`config.mk`:
```
export PLATFORM = sky130hd
export DESIGN_NAME = game_round_ctrl
export DESIGN_NICKNAME = d
export VERILOG_FILES = /design/src/rtl/game_round_ctrl.sv
export SDC_FILE = /design/constraint.sdc
export NUM_CORES = 1
export LEC_CHECK = 0
export ABC_CLOCK_PERIOD_IN_PS = 2800
export BUFFER_PORTS_ARGS = -buffer_cell sky130_fd_sc_hd__buf_2
export CAP_MARGIN = 40
export CORE_UTILIZATION = 59
export DETAILED_ROUTE_END_ITERATION = 8
export PLACE_DENSITY = 0.8
export SLEW_MARGIN = 20
export SYNTH_ARGS = -nofsm -noshare
export SYNTH_HDL_FRONTEND = slang
export SYNTH_SLANG_ARGS = --single-unit
```
`constraint.sdc`:
```
create_clock -name clk -period 2.8 [get_ports clk]
set_clock_uncertainty 0.15 [all_clocks]
set_input_delay 0.42 -clock clk [delete_from_list [all_inputs] [get_ports clk]]
set_output_delay 0.42 -clock clk [all_outputs]
set_load 0.02 [all_outputs]
```
`src/rtl/game_round_ctrl.sv`:
```
// Round controller for the duck-shooting game.
// It tracks the score, the remaining ducks, the ammo for the current duck and the
// round timer. It asks for a new duck after each one is resolved, and flags the end
// of the round to the game-control FSM.
module game_round_ctrl #(
    parameter int CLK_FREQ_HZ    = 65_000_000,
    parameter int GAME_TIME_S    = 60,
    parameter int DUCKS_PER_GAME = 10,
    parameter int AMMO_PER_DUCK  = 3
) (
    input  logic       clk,
    input  logic       rst,
    input  logic       game_enable,
    input  logic       game_enable_posedge,
    input  logic       left_mouse,
    input  logic       duck_hit,
    input  logic       duck_escaped,
    output logic       game_finished,
    output logic       duck_respawn,
    output logic [7:0] score,
    output logic [7:0] ducks_left,
    output logic [3:0] ammo,
    output logic [7:0] time_left
);

    // The prescaler must be at least one bit wide, even when one clock equals one second.
    localparam int PW = (CLK_FREQ_HZ > 1) ? $clog2(CLK_FREQ_HZ) : 1;
    localparam logic [PW-1:0] PRESC_MAX  = PW'(CLK_FREQ_HZ - 1);
    localparam logic [7:0]    GAME_TIME  = 8'(GAME_TIME_S);
    localparam logic [7:0]    DUCKS_INIT = 8'(DUCKS_PER_GAME);
    localparam logic [3:0]    AMMO_INIT  = 4'(AMMO_PER_DUCK);

    typedef enum logic [1:0] {
        IDLE     = 2'd0,
        RESPAWN  = 2'd1,
        ARMED    = 2'd2,
        FINISHED = 2'd3
    } state_t;

    state_t        state;
    logic [PW-1:0] prescaler;
    logic          mouse_prev;

    logic shot;
    logic tick;
    logic timeout;
    logic resolve;
    logic last_duck;

    // Decode of the per-cycle events that the state register reacts to.
    always_comb begin
        shot      = left_mouse & ~mouse_prev;
        tick      = (prescaler == PRESC_MAX);
        timeout   = tick && (time_left <= 8'd1);
        resolve   = duck_hit | duck_escaped;
        last_duck = (ducks_left <= 8'd1);
    end

    // Round FSM. It also owns the counters and all of the registered outputs.
    always_ff @(posedge clk or posedge rst) begin
        if (rst) begin
            state         <= IDLE;
            prescaler     <= '0;
            mouse_prev    <= 1'b0;
            game_finished <= 1'b0;
            duck_respawn  <= 1'b0;
            score         <= 8'd0;
            ducks_left    <= 8'd0;
            ammo          <= 4'd0;
            time_left     <= 8'd0;
        end else begin
            mouse_prev   <= left_mouse;
            duck_respawn <= 1'b0;

            if (game_enable_posedge) begin
                // A new game can be started from any state.
                state         <= RESPAWN;
                duck_respawn  <= 1'b1;
                game_finished <= 1'b0;
                score         <= 8'd0;
                ducks_left    <= DUCKS_INIT;
                ammo          <= AMMO_INIT;
                time_left     <= GAME_TIME;
                prescaler     <= '0;
            end else if (!game_enable && (state != IDLE)) begin
                // The game was left. The counters stay as they are for the game-over screen.
                state         <= IDLE;
                game_finished <= 1'b0;
            end else begin
                // The round timer runs only while a duck is being spawned or is in flight.
                if ((state == RESPAWN) || (state == ARMED)) begin
                    if (tick) begin
                        prescaler <= '0;
                        if (time_left != 8'd0) begin
                            time_left <= time_left - 8'd1;
                        end
                    end else begin
                        prescaler <= prescaler + PW'(1);
                    end
                end

                case (state)
                    IDLE: begin
                        // Wait here for the next game start.
                    end

                    RESPAWN: begin
                        ammo <= AMMO_INIT;
                        if (timeout) begin
                            state         <= FINISHED;
                            game_finished <= 1'b1;
                        end else begin
                            state <= ARMED;
                        end
                    end

                    ARMED: begin
                        // When a hit and an escape arrive together, the hit wins.
                        if (duck_hit && (score != 8'hFF)) begin
                            score <= score + 8'd1;
                        end
                        if (resolve && (ducks_left != 8'd0)) begin
                            ducks_left <= ducks_left - 8'd1;
                        end
                        if (!resolve && shot && (ammo != 4'd0)) begin
                            ammo <= ammo - 4'd1;
                        end

                        // A time-out ends the round, even when a duck was resolved in the same cycle.
                        if (timeout || (resolve && last_duck)) begin
                            state         <= FINISHED;
                            game_finished <= 1'b1;
                        end else if (resolve) begin
                            state        <= RESPAWN;
                            duck_respawn <= 1'b1;
                            ammo         <= AMMO_INIT;
                        end
                    end

                    FINISHED: begin
                        // All counters are frozen until a restart or until the game is left.
                    end

                    default: begin
                        state <= IDLE;
                    end
                endcase
            end
        end
    end

endmodule

```
Word level (Yosys, flattened, before mapping)
Cells that the tools add are included.
{"block": "classes", "n_lt_le_gt_ge": 2, "n_bitwise": 3, "add_sub_neg": 5, "reduce_logical": 30, "n_eq_ne": 8, "n_mux": 39}
{"cell": "26-bit 2-to-1 mux", "count": 4}
{"cell": "8-bit 2-to-1 mux", "count": 13}
{"cell": "26-bit by 1-bit adder with 26-bit output, second input constant", "count": 1}
{"cell": "26-bit == test, second input constant", "count": 1}
{"cell": "4-bit 2-to-1 mux", "count": 5}
{"cell": "8-bit by 1-bit <= comparator with 1-bit output, second input constant", "count": 2}
{"cell": "8-bit nonzero test", "count": 2}
{"cell": "8-bit by 1-bit subtractor with 8-bit output, second input constant", "count": 2}
{"cell": "2-bit nonzero test", "count": 7}
{"cell": "1-bit 2-to-1 mux", "count": 10}
{"cell": "3-bit AND reduction", "count": 3}
{"cell": "8-bit by 1-bit adder with 8-bit output, second input constant", "count": 1}
{"cell": "2-bit 2-to-1 mux", "count": 4}
{"cell": "8-bit != test, second input constant", "count": 1}
{"cell": "4-bit case mux with 2 select lines", "count": 1}
{"cell": "4-bit nonzero test", "count": 2}
{"cell": "1-bit logical AND", "count": 7}
{"cell": "2-bit AND reduction", "count": 3}
{"cell": "5-bit by 4-bit != test with 1-bit output, second input constant", "count": 1}
{"cell": "4-bit by 3-bit != test with 1-bit output, second input constant", "count": 1}
{"cell": "4-bit != test, second input constant", "count": 1}
{"cell": "2-bit case mux with 2 select lines", "count": 1}
{"cell": "4-bit AND reduction", "count": 1}
{"cell": "4-bit by 1-bit subtractor with 4-bit output, second input constant", "count": 1}
{"cell": "other kinds (10)", "count": 12}
{"block": "word_totals", "regBits": 59, "input_bits": 7, "out_inout_bits": 30, "wordCells": 96}

Longest topological paths before layout
{"block": "logic_depth", "word_depth": 10, "ltp_mapped": 7, "ltp_nobuf": 7}

Least setup slack after synthesis
OpenSTA, ideal clock, no wires.
{"block": "synth_path", "path_kind": "register -> register", "start": "reg state[0]", "end": "reg ducks_left[3]", "arrival_time_ns": 1.869, "setup_ns": 0.127, "setup_slack_ns": 0.654, "synth_period_minus_slack_ns": 2.146, "stages_incl_launch_ff": 8, "required_ns": 2.523, "path_buffers": 0, "path_cell_list": "dfrtp_1 -> inv_1 -> ha_1 -> o221ai_1 -> a31oi_1 -> nand2_1 -> o21a_1 -> a311o_1"}
{"block": "synth_between", "elab_chain_cells": 4, "word_cells_on_any_way": 6, "cone_classes": "2 x eq/ne; 4 x reduce/logical"}
{"item": "start: declaration", "line": "40", "rtl": "state_t state;"}
{"item": "start signal: assignment", "line": "62", "rtl": "state <= IDLE;"}
{"item": "start signal: assignment", "line": "77", "rtl": "state <= RESPAWN;"}
{"item": "start signal: assignment", "line": "87", "rtl": "state <= IDLE;"}
{"item": "2-bit nonzero test", "line": "85", "rtl": "end else if (!game_enable && (state != IDLE)) begin"}
{"item": "1-bit logical AND", "line": "85"}
{"item": "2-bit != test (no line)"}
{"item": "3-bit AND reduction (no line) (*)"}
{"item": "end signal: assignment", "line": "123", "rtl": "ducks_left <= ducks_left - 8'd1;"}
{"item": "end: declaration", "line": "21", "rtl": "output logic [7:0] ducks_left,"}
Mark *: on every way between the ends. The rest lies on a longest branch, timed or not.
A chain may end at the register's enable or synchronous reset.

Final worst setup path
{"block": "layout_path", "start": "reg prescaler[6]", "end": "reg state[1]"}
{"block": "layout_between", "elab_chain_cells": 7, "word_cells_on_any_way": 9, "cone_classes": "2 x eq/ne; 4 x mux; 3 x reduce/logical"}
{"item": "start: declaration", "line": "41", "rtl": "logic [PW-1:0] prescaler;"}
{"item": "start signal: assignment", "line": "98", "rtl": "prescaler <= prescaler + PW'(1);"}
{"item": "26-bit == test (*)", "line": "53", "rtl": "tick = (prescaler == PRESC_MAX);"}
{"item": "1-bit logical AND (*)", "line": "54", "rtl": "timeout = tick && (time_left <= 8'd1);"}
{"item": "1-bit logical OR (*)", "line": "130", "rtl": "if (timeout || (resolve && last_duck)) begin"}
{"item": "2-bit 2-to-1 mux", "line": "130"}
{"item": "2-bit case mux with 2 select lines", "line": "102", "rtl": "case (state)"}
{"item": "2-bit 2-to-1 mux", "line": "85"}
{"item": "2-bit 2-to-1 mux", "line": "75", "rtl": "if (game_enable_posedge) begin"}
{"item": "end signal: assignment", "line": "77"}
{"item": "end signal: assignment", "line": "87"}
{"item": "end signal: assignment", "line": "131", "rtl": "state <= FINISHED;"}
Marks and branches as above.

==> impl_metrics.json <==
{
  "status": "completed",
  "cpLargestDelayFamily": "simple AND/OR/NAND/NOR gates",
  "hold_class": "input port to register",
  "ys_ff_latch": 59,
  "drv_slew": 0,
  "coreArea_mm2": 0.00527,
  "cts.path.max_buffers": 2,
  "dr.pass1.iters": 4,
  "worst-path-buf-inv": 0,
  "num-fill-cells": 408,
  "maxCapViolations": 0,
  "gr-total-overflow": 0,
  "endpoint_kind": "register",
  "critPathSlowestCell": "a32oi_1",
  "place_hpwl_um": 5050,
  "switching_share_pct": 30.9,
  "post-route-cell-area_mm2": 0.00385,
  "power_switching_w": 0.000726,
  "post_synth.cell_area_avg_um2": 9.44,
  "cp-start-kind": "register",
  "hold_viol": 0,
  "r2r.worst_path.cells": 5,
  "root_buffer": "clkbuf_8",
  "cts_sinks": 59,
  "cp.required_ns": 2.90,
  "cp_cell_sequence": "nor4_1 > and4_1 > nand4bb_1 > a32oi_1 > mux2i_1",
  "grt_pass1_vias": 2758,
  "grt_pass1_wl_um": 12500,
  "antennaDiodeCount": 0,
  "gp_congestion": 0.821,
  "drt-vias-per-instance": 5.86,
  "initial_utilization_pct": 62.9,
  "final_min_period_over_clock_period_pct": 88.6,
  "synth_area_leaders": "dfrtp_1, nor2_1, xnor2_1, ha_1, xor2_1",
  "critPathArrivalTime_ns": 2.58,
  "crit_fanout": 9,
  "slew_headroom_pct": 50.3,
  "rsz0062_at_grt": "false",
  "path_depth": 5,
  "grt_max_degree": 28,
  "placed_area_mm2": 0.00361,
  "timing.fmax_ghz": 0.403,
  "powerDensity_mw_per_mm2": 611,
  "drtIter0Drc": 142,
  "synth.yosys.warnings": 0,
  "tightest_slew_ns": 0.744,
  "worstSkewPairLatency_ns": 0.34,
  "p_seq_share_pct": 40.3,
  "nets": 418,
  "antenna_found_initial": 0,
  "synthDistinctLibCells": 53,
  "synth.largest_area_cell": "dfrtp_1",
  "io_pins": 37,
  "setup_violations": 0,
  "syn_nets": 370,
  "cts_tree": "built",
  "area_growth_pct": 16.2,
  "grt.total_usage_pct": 26.9,
  "wl_per_cell_um": 15.5,
  "critical_path_class": "register to register",
  "die-width_um": 76.9,
  "cts_setup_buffers": 0,
  "fin_setup_tns_ns": 0,
  "drive_gt1_share_pct": 17.8,
  "synth_top_area_share_pct": 44.6,
  "die_height_um": 76.9,
  "netlist_area_mm2": 0.00331,
  "p_comb_share_pct": 22.1,
  "cp_slowest_stage_delay_ns": 0.47,
  "rows": 26,
  "fin_crit_ns": 2.48,
  "ant_nets": 0,
  "ir_worst_vdd_v": 0.000358,
  "wirelength_um": 7360,
  "drc": 0,
  "synth_edf_count": 0,
  "pwr-share-clk_pct": 37.7,
  "p_int_w": 0.00162,
  "clk_pin_slew_ns": 0.07,
  "htree_levels": 3,
  "die-area_mm2": 0.00592,
  "finalPower_w": 0.00235,
  "vias": 2779,
  "ys_seq_area_share_pct": 44.6,
  "syn_inst": 351,
  "cts_buffers": 9,
  "hold-path-cell-count": 1,
  "portBuffers": 36,
  "async_flop_share_pct": 100,
  "p_leak_nw": 1.72,
  "synth_ff_type": "dfrtp_1"
}
-- power by group through the flow --
| stage | sequential, W | combinational, W | clock (W) |
|---|---|---|---|
| final | 0.000946 | 0.000519 | 0.000885 |
| after global routing | 0.000955 | 0.000580 | 0.000929 |
| after CTS | 0.000945 | 0.000518 | 0.000898 |
| after detailed placement | 0.000960 | 0.000509 | 0 |
| after global placement | 0.000956 | 0.000481 | 0 |
| after floorplan | 0.000978 | 0.000339 | 0 |
-- state kept, by name, summed over array words and instances (netlist names) --
| signal | count |
|---|---|
| game_finished | 1 |
| time_left | 8 |
| mouse_prev | 1 |
| ducks_left | 8 |
| state | 2 |
| ammo | 4 |
| score | 8 |
| prescaler | 26 |
| duck_respawn | 1 |
-- cell usage after synthesis (all sizes together), types with 2 or more instances --
master,n
nand2b,4
nand2,19
nand4b,2
nor4b,2
xnor2,20
a311o,2
o21a,3
mux2i,5
ha,12
and3,9
a211oi,3
xor2,16
nor2,64
inv,18
or3,3
a21boi,2
nand3,8
o21ai,6
o21bai,2
nor2b,5
nand4,13
or2,3
mux2,2
nor4,8
clkbuf,7
and4,4
dfrtp,59
o2111ai,2
and2,3
o22a,3
nor3,9
buf,2
nand3b,3
a21oi,10
a31oi,4
-- repair_timing --
| item | CTS | global route |
|---|---|---|
| endpoints found under the setup margin | 0 | 0 |
| hold endpoints to repair | 4 | 0 |
| hold buffers | 1 | 0 |
| resized for setup | 0 | 0 |
-- through the flow --
| step | std cells | setup slack [ns] | hold WS, ns | utilization [%] |
|---|---|---|---|---|
| finish | 474 | 0.318 | 0.0567 | 73.0 |
| global route | 474 | 0.151 | 0.0526 | 73.0 |
| CTS | 474 | 0.319 | 0.0438 | 73.0 |
| detailed placement | 457 | 0.324 | 0.359 | 68.5 |
| global placement | 457 | 0.516 | 0.354 | 68.5 |
| floorplan | 351 | 0.654 | 0.301 | - |
-- logic make-up after synthesis --
| logic type | synth area share (%) |
|---|---|
| XOR/XNOR | 9.52 |
| flip-flops | 44.6 |
| adder cells (fa/ha/maj) | 4.53 |
| multiplexers | 2.19 |
| AND/OR/NAND/NOR | 25.8 |
| AO/OA/AOI/OAI | 10.3 |
| buffers and inverters | 3.13 |
-- area by class of cell --
type	instances	area [µm²]	area share, %
multi-input combinational	265	1730	45.0
timing repair buffer	46	258	6.70
tap	70	87.6	2.28
inverter	18	67.6	1.76
clock buffer	11	151	3.93
sequential	59	1480	38.4
clock inverter	5	75.1	1.95
-- cell usage in the layout, fill, tap and decap left out, drive strengths merged, types with 4 or more instances in the layout --
cell / Yosys / final
nand3: 8 / 8
nor2b: 5 / 5
o21ai: 6 / 6
a31oi: 4 / 4
and3: 9 / 9
dfrtp: 59 / 59
clkbuf: 7 / 11
ha: 12 / 12
and4: 4 / 4
xor2: 16 / 16
nor3: 9 / 9
a21oi: 10 / 10
nor2: 64 / 64
buf: 2 / 45
nand4: 13 / 13
xnor2: 20 / 20
nand2: 19 / 19
mux2i: 5 / 5
inv: 18 / 18
nor4: 8 / 8
nand2b: 4 / 4
-- worst paths after layout --
| check | slack [ns] | end | from |
|---|---|---|---|
| setup / recovery | 0.32 | state[1] | prescaler[6] |
| hold / removal | 0.06 | mouse_prev | left_mouse |
| setup reg to reg | 0.32 | state[1] | prescaler[6] |
| hold reg to reg | 0.38 | game_finished | game_finished |
| max in group asynchronous | 1.31 | score[1] | rst |
| min in group asynchronous | 0.54 | prescaler[14] | rst |
-- metal layers --
layer,vias up,track usage [%],share of wire (%)
li1,1329,-,-
met1,1353,34.5,44
met2,79,43.5,49
met3,18,4.76,4.2
met4,0,14.0,2.3
met5,-,0,0
Note: power is estimated with default switching activity, not from simulation.
